==> src/rtl/mem_arbiter_if.sv <==
// Bundles the instruction-side, data-side and memory-side buses of mem_arbiter.
// The slave modport is the arbiter's view; the master modport is the CPU and memory view.
interface mem_arbiter_if #(
  parameter int WORD_SIZE = 16
);
  logic                 i_readM;
  logic [WORD_SIZE-1:0] i_address;
  logic [WORD_SIZE-1:0] i_rdata;
  logic                 i_ready;

  logic                 d_readM;
  logic                 d_writeM;
  logic [WORD_SIZE-1:0] d_address;
  logic [WORD_SIZE-1:0] d_wdata;
  logic [WORD_SIZE-1:0] d_rdata;
  logic                 d_ready;

  logic                 m_readM;
  logic                 m_writeM;
  logic [WORD_SIZE-1:0] m_address;
  logic [WORD_SIZE-1:0] m_wdata;
  logic [WORD_SIZE-1:0] m_rdata;

  modport slave (
    input  i_readM, i_address, d_readM, d_writeM, d_address, d_wdata, m_rdata,
    output i_rdata, i_ready, d_rdata, d_ready, m_readM, m_writeM, m_address, m_wdata
  );

  modport master (
    output i_readM, i_address, d_readM, d_writeM, d_address, d_wdata, m_rdata,
    input  i_rdata, i_ready, d_rdata, d_ready, m_readM, m_writeM, m_address, m_wdata
  );
endinterface

==> src/rtl/mem_arbiter.sv <==
// Shares one fixed-latency memory port between I-fetch and D sides; one access per LATENCY+2 cycles, ready LATENCY+1 after grant.
// Requests are held levels ignored while busy; ARB_ROUND_ROBIN_EN alternates grants on contention, else D beats I.
module mem_arbiter #(
  parameter int WORD_SIZE = 16,
  parameter int LATENCY   = 2
) (
  input  logic           clk,
  input  logic           reset_n,
  mem_arbiter_if.slave   bus,
  output logic           busy
);

  localparam logic [1:0] ST_IDLE = 2'd0;
  localparam logic [1:0] ST_BUSY = 2'd1;
  localparam logic [1:0] ST_DONE = 2'd2;

  localparam logic [7:0] CNT_INIT = 8'(LATENCY - 1);

  logic [1:0]           state;
  logic [7:0]           cnt;
  logic                 gnt_d;
  logic                 is_wr;
  logic                 last_grant;
  logic [WORD_SIZE-1:0] addr_q;
  logic [WORD_SIZE-1:0] wdata_q;
  logic [WORD_SIZE-1:0] i_rdata_q;
  logic [WORD_SIZE-1:0] d_rdata_q;

  logic d_req;
  logic i_req;
  logic pick_d;

  assign d_req = bus.d_readM | bus.d_writeM;
  assign i_req = bus.i_readM;

`ifdef ARB_ROUND_ROBIN_EN
  // last_grant: 1 = D side. On contention the side that did not win last time goes.
  assign pick_d = d_req & (~i_req | ~last_grant);
`else
  assign pick_d = d_req;
  logic unused_last_grant;
  assign unused_last_grant = last_grant;
`endif

  always_ff @(posedge clk or negedge reset_n) begin
    if (!reset_n) begin
      state      <= ST_IDLE;
      cnt        <= 8'd0;
      gnt_d      <= 1'b0;
      is_wr      <= 1'b0;
      last_grant <= 1'b0;
      addr_q     <= '0;
      wdata_q    <= '0;
      i_rdata_q  <= '0;
      d_rdata_q  <= '0;
    end else begin
      case (state)
        ST_IDLE: begin
          if (d_req | i_req) begin
            gnt_d      <= pick_d;
            last_grant <= pick_d;
            is_wr      <= pick_d & bus.d_writeM;
            addr_q     <= pick_d ? bus.d_address : bus.i_address;
            if (pick_d & bus.d_writeM) begin
              wdata_q <= bus.d_wdata;
            end
            cnt   <= CNT_INIT;
            state <= ST_BUSY;
          end
        end
        ST_BUSY: begin
          if (cnt == 8'd0) begin
            // m_rdata is only guaranteed valid in the final strobe cycle.
            if (!is_wr) begin
              if (gnt_d) begin
                d_rdata_q <= bus.m_rdata;
              end else begin
                i_rdata_q <= bus.m_rdata;
              end
            end
            state <= ST_DONE;
          end else begin
            cnt <= cnt - 8'd1;
          end
        end
        ST_DONE: begin
          state <= ST_IDLE;
        end
        default: begin
          state <= ST_IDLE;
        end
      endcase
    end
  end

  assign bus.m_readM   = (state == ST_BUSY) & ~is_wr;
  assign bus.m_writeM  = (state == ST_BUSY) & is_wr;
  assign bus.m_address = addr_q;
  assign bus.m_wdata   = wdata_q;
  assign bus.i_ready   = (state == ST_DONE) & ~gnt_d;
  assign bus.d_ready   = (state == ST_DONE) & gnt_d;
  assign bus.i_rdata   = i_rdata_q;
  assign bus.d_rdata   = d_rdata_q;
  assign busy          = (state != ST_IDLE);

endmodule

==> src/flat_wrapper.sv <==
// flat-port wrapper written by rule: the top's interface ports become plain ports
module mem_arbiter_flat 
#(
  parameter int WORD_SIZE = 16,
  parameter int LATENCY   = 2
)
  (clk, reset_n, busy, bus_i_readM, bus_i_address, bus_d_readM, bus_d_writeM, bus_d_address, bus_d_wdata, bus_m_rdata, bus_i_rdata, bus_i_ready, bus_d_rdata, bus_d_ready, bus_m_readM, bus_m_writeM, bus_m_address, bus_m_wdata);
  mem_arbiter_if #(.WORD_SIZE(WORD_SIZE)) bus_i ();
  input  logic clk;
  input  logic reset_n;
  output logic busy;
  input wire logic [$bits(bus_i.i_readM)-1:0] bus_i_readM;
  input wire logic [$bits(bus_i.i_address)-1:0] bus_i_address;
  input wire logic [$bits(bus_i.d_readM)-1:0] bus_d_readM;
  input wire logic [$bits(bus_i.d_writeM)-1:0] bus_d_writeM;
  input wire logic [$bits(bus_i.d_address)-1:0] bus_d_address;
  input wire logic [$bits(bus_i.d_wdata)-1:0] bus_d_wdata;
  input wire logic [$bits(bus_i.m_rdata)-1:0] bus_m_rdata;
  output wire logic [$bits(bus_i.i_rdata)-1:0] bus_i_rdata;
  output wire logic [$bits(bus_i.i_ready)-1:0] bus_i_ready;
  output wire logic [$bits(bus_i.d_rdata)-1:0] bus_d_rdata;
  output wire logic [$bits(bus_i.d_ready)-1:0] bus_d_ready;
  output wire logic [$bits(bus_i.m_readM)-1:0] bus_m_readM;
  output wire logic [$bits(bus_i.m_writeM)-1:0] bus_m_writeM;
  output wire logic [$bits(bus_i.m_address)-1:0] bus_m_address;
  output wire logic [$bits(bus_i.m_wdata)-1:0] bus_m_wdata;
  assign bus_i.i_readM = bus_i_readM;
  assign bus_i.i_address = bus_i_address;
  assign bus_i.d_readM = bus_d_readM;
  assign bus_i.d_writeM = bus_d_writeM;
  assign bus_i.d_address = bus_d_address;
  assign bus_i.d_wdata = bus_d_wdata;
  assign bus_i.m_rdata = bus_m_rdata;
  assign bus_i_rdata = bus_i.i_rdata;
  assign bus_i_ready = bus_i.i_ready;
  assign bus_d_rdata = bus_i.d_rdata;
  assign bus_d_ready = bus_i.d_ready;
  assign bus_m_readM = bus_i.m_readM;
  assign bus_m_writeM = bus_i.m_writeM;
  assign bus_m_address = bus_i.m_address;
  assign bus_m_wdata = bus_i.m_wdata;
  mem_arbiter #(.WORD_SIZE(WORD_SIZE), .LATENCY(LATENCY)) u_core (.clk(clk), .reset_n(reset_n), .bus(bus_i), .busy(busy));
endmodule
==> config.mk <==
export PLATFORM = sky130hd
export DESIGN_NAME = mem_arbiter_flat
export DESIGN_NICKNAME = d
export VERILOG_FILES = /design/src/rtl/mem_arbiter_if.sv /design/src/rtl/mem_arbiter.sv /design/src/flat_wrapper.sv
export SDC_FILE = /design/constraint.sdc
export NUM_CORES = 1
export LEC_CHECK = 0
export ABC_AREA = 1
export BUFFER_PORTS_ARGS = -buffer_cell sky130_fd_sc_hd__clkbuf_2
export CORE_MARGIN = 1
export CORE_UTILIZATION = 45
export DETAILED_ROUTE_END_ITERATION = 16
export PLACE_DENSITY = 0.75
export SETUP_SLACK_MARGIN = 0.1
export SLEW_MARGIN = 20
export SYNTH_ARGS = -nofsm -noshare
export SYNTH_HDL_FRONTEND = slang
export SYNTH_SLANG_ARGS = --single-unit
==> constraint.sdc <==
create_clock -name clk -period 4.3 [get_ports clk]
set_clock_uncertainty 0.2 [all_clocks]
set_input_delay 0.645 -clock clk [delete_from_list [all_inputs] [get_ports clk]]
set_output_delay 0.645 -clock clk [all_outputs]
set_load 0.05 [all_outputs]
==> metrics.cfg <==
[status]
status=finished clean

[synthesis]
ys_types=30
synth_top_area_cell=dfrtp_1
ys_seq_elements=76
synth_nets=410
synth.area.top_cells=dfrtp_1, nand2_1, o21ai_2, mux2_4, inv_1
synthCells=339
synth.avg_cell_area_um2=10.32
syn_area_um2=3500
yosysTopAreaCellShare_pct=54.34
yosysWarningCount=0
synth_seq_area_share_pct=54.34

[place]
routabilityCongestion=0.7865
io_buffers=137
dp_hpwl_um=5221

[setup_path]
path_cells=inv_1 > nand2_2 > nor2_4 > clkbuf_2
crit_family=simple AND/OR/NAND/NOR gates
crit_slowest_cell=dfrtp_1
end_kind=primary output
critPathMaxStageDelay_ns=0.41
crit_required_ns=3.45
timing.rr.start=u_core.cnt[0]
crit_type=flip-flop to primary output
reg2reg_to=u_core.bus.d_rdata[2]
path_depth=4
worst-path-buf-inv=2
critical_path_arrival_ns=1.63
start_kind=flip-flop
critPathMaxFanout=12
reg2reg_depth=7
r2r_slack_ns=2.20

[timing]
min_period_ns=2.479
maxSlewHeadroom_pct=35.82
finalHoldViolCount=0
max_freq_mhz=403.3
fin_crit_sh_pct=57.66
worst_pin_slew_ns=0.9627
tns_ns=0
slew_violations=0
setup_violations=0
rsz0062_at_grt=false

[cts]
cts_buffers=9
clkTransAtPathRegs_ns=0.07
clock_sinks=76
insertion_delay_ns=0.34
cts_tree=yes
clockBufferDepth=2
clock_tree.root_cell=clkbuf_8
cts_setup_buffers=0
cts_resized=0
hold_buffers=0
cts_htree_levels=3

[floorplanning]
die_w_um=90.19
pin_count=138
die_h_um=90.19
rows=31
start_util_pct=47.49
core_um2=7370
die_area_um2=8133

[finish]
layout_commonest_cell=clkbuf_2
fin_nets=545
drive_gt1_share_pct=47.18
final_cell_mix=clkbuf_2, nand2_1, dfrtp_1
area_delta_synth_final_pct=25.89
antenna-diode-count=0

[route]
vias=2689
first_pass_iters=4
via_per_inst=4.652
drc=0
drt_wl_total_um=7240
drt_iter0_markers=120
final_antenna_net_count=0
drt-wirelength-per-cell_um=12.53

[global_routing]
grt_start_max_net_pins=77
grt-ovfl-total=0
grt_pass1_wl_um=11890
track_usage_pct=18.51
antenna_found_initial=0
grt_pass1_vias=2470

[worst_hold_path]
hp-class=primary input to asynchronous set/reset pin

[flow_run]
maxCapViolCount=0

cells by family (layout without fill, tap and decap cells):
group,Yosys count,in the layout,synth area share [%]
buffers and inverters,44,184,6.686
XOR/XNOR,3,3,0.7509
AND/OR/NAND/NOR,144,144,19.13
adder cells (fa/ha/maj),2,2,0.7149
multiplexers,16,16,6.114
AO/OA/AOI/OAI,54,54,12.26
flip-flops,76,76,54.34
synthesized netlist by cell type (all sizes together):
library cell	count
nand3	6
mux2	16
clkbuf	2
xor2	2
a31oi	16
nor3	2
xnor2	1
inv	31
dfrtp	76
ha	2
nand2	98
a21oi	1
buf	11
nor2	35
nand4	3
o21ai	37
worst register-to-register path, cell delays in order, from the launching register on:
cell and delay (ns):
dfrtp_1 0.39, inv_1 0.19, ha_1 0.21, nand3_2 0.15, nor2_8 0.19, nand3_4 0.37
nand2_1 0.22, o21ai_2 0.07
per-stage QoR:
step / cells / setup WS [ns] / instance area (µm²) / util, % / hold WS [ns]
after detailed placement: 562 / 1.914 / 4197 / 56.94 / 0.2692
final: 578 / 1.821 / 4405 / 59.78 / 0.2504
after floorplan: 339 / 1.916 / 3500 / - / 0.1494
after CTS: 578 / 1.811 / 4405 / 59.78 / 0.2773
after global routing: 578 / 1.734 / 4405 / 59.78 / 0.3053
after global placement: 562 / 1.990 / 4197 / 56.94 / 0.2638
routing by layer:
| layer | global-route usage [%] | vias up | share of wire, % |
|---|---|---|---|
| li1 | - | 1363 | - |
| met1 | 26.36 | 1211 | 46 |
| met2 | 27.93 | 107 | 46 |
| met3 | 5.076 | 8 | 6.4 |
| met4 | 4.839 | 0 | 0.99 |
| met5 | 0 | - | 0 |
layout make-up:
type | instances | area, µm²
clock buffers | 10 | 137.6
clock inverters | 6 | 71.32
fillers | 632 | 2964
inverters | 31 | 118.9
multi-input cells | 219 | 1364
flip-flops and latches | 76 | 1902
well taps | 99 | 123.9
repair buffers | 137 | 688.2
worst max path at each step:
stage,startpoint,endpoint
5_1_grt,u_core.state[1],bus_m_readM
6_report,u_core.state[1],bus_m_readM
3_5_place_dp,bus_d_writeM,u_core.cnt[0]
3_3_place_gp,bus_d_writeM,u_core.cnt[6]
2_1_floorplan,u_core.gnt_d,bus_d_ready
4_1_cts,u_core.state[1],bus_m_readM
registers in the layout, indices dropped and copies added (netlist names):
signal                cells
u_core.gnt_d              1
u_core.cnt                8
u_core.bus.m_address     16
u_core.is_wr              1
u_core.bus.m_wdata       16
u_core.bus.i_rdata       16
u_core.bus.d_rdata       16
u_core.state              2
Power is left out: the tool's default activity adds up to more than one toggle a clock period on the data nets, which glitch-free logic cannot reach.
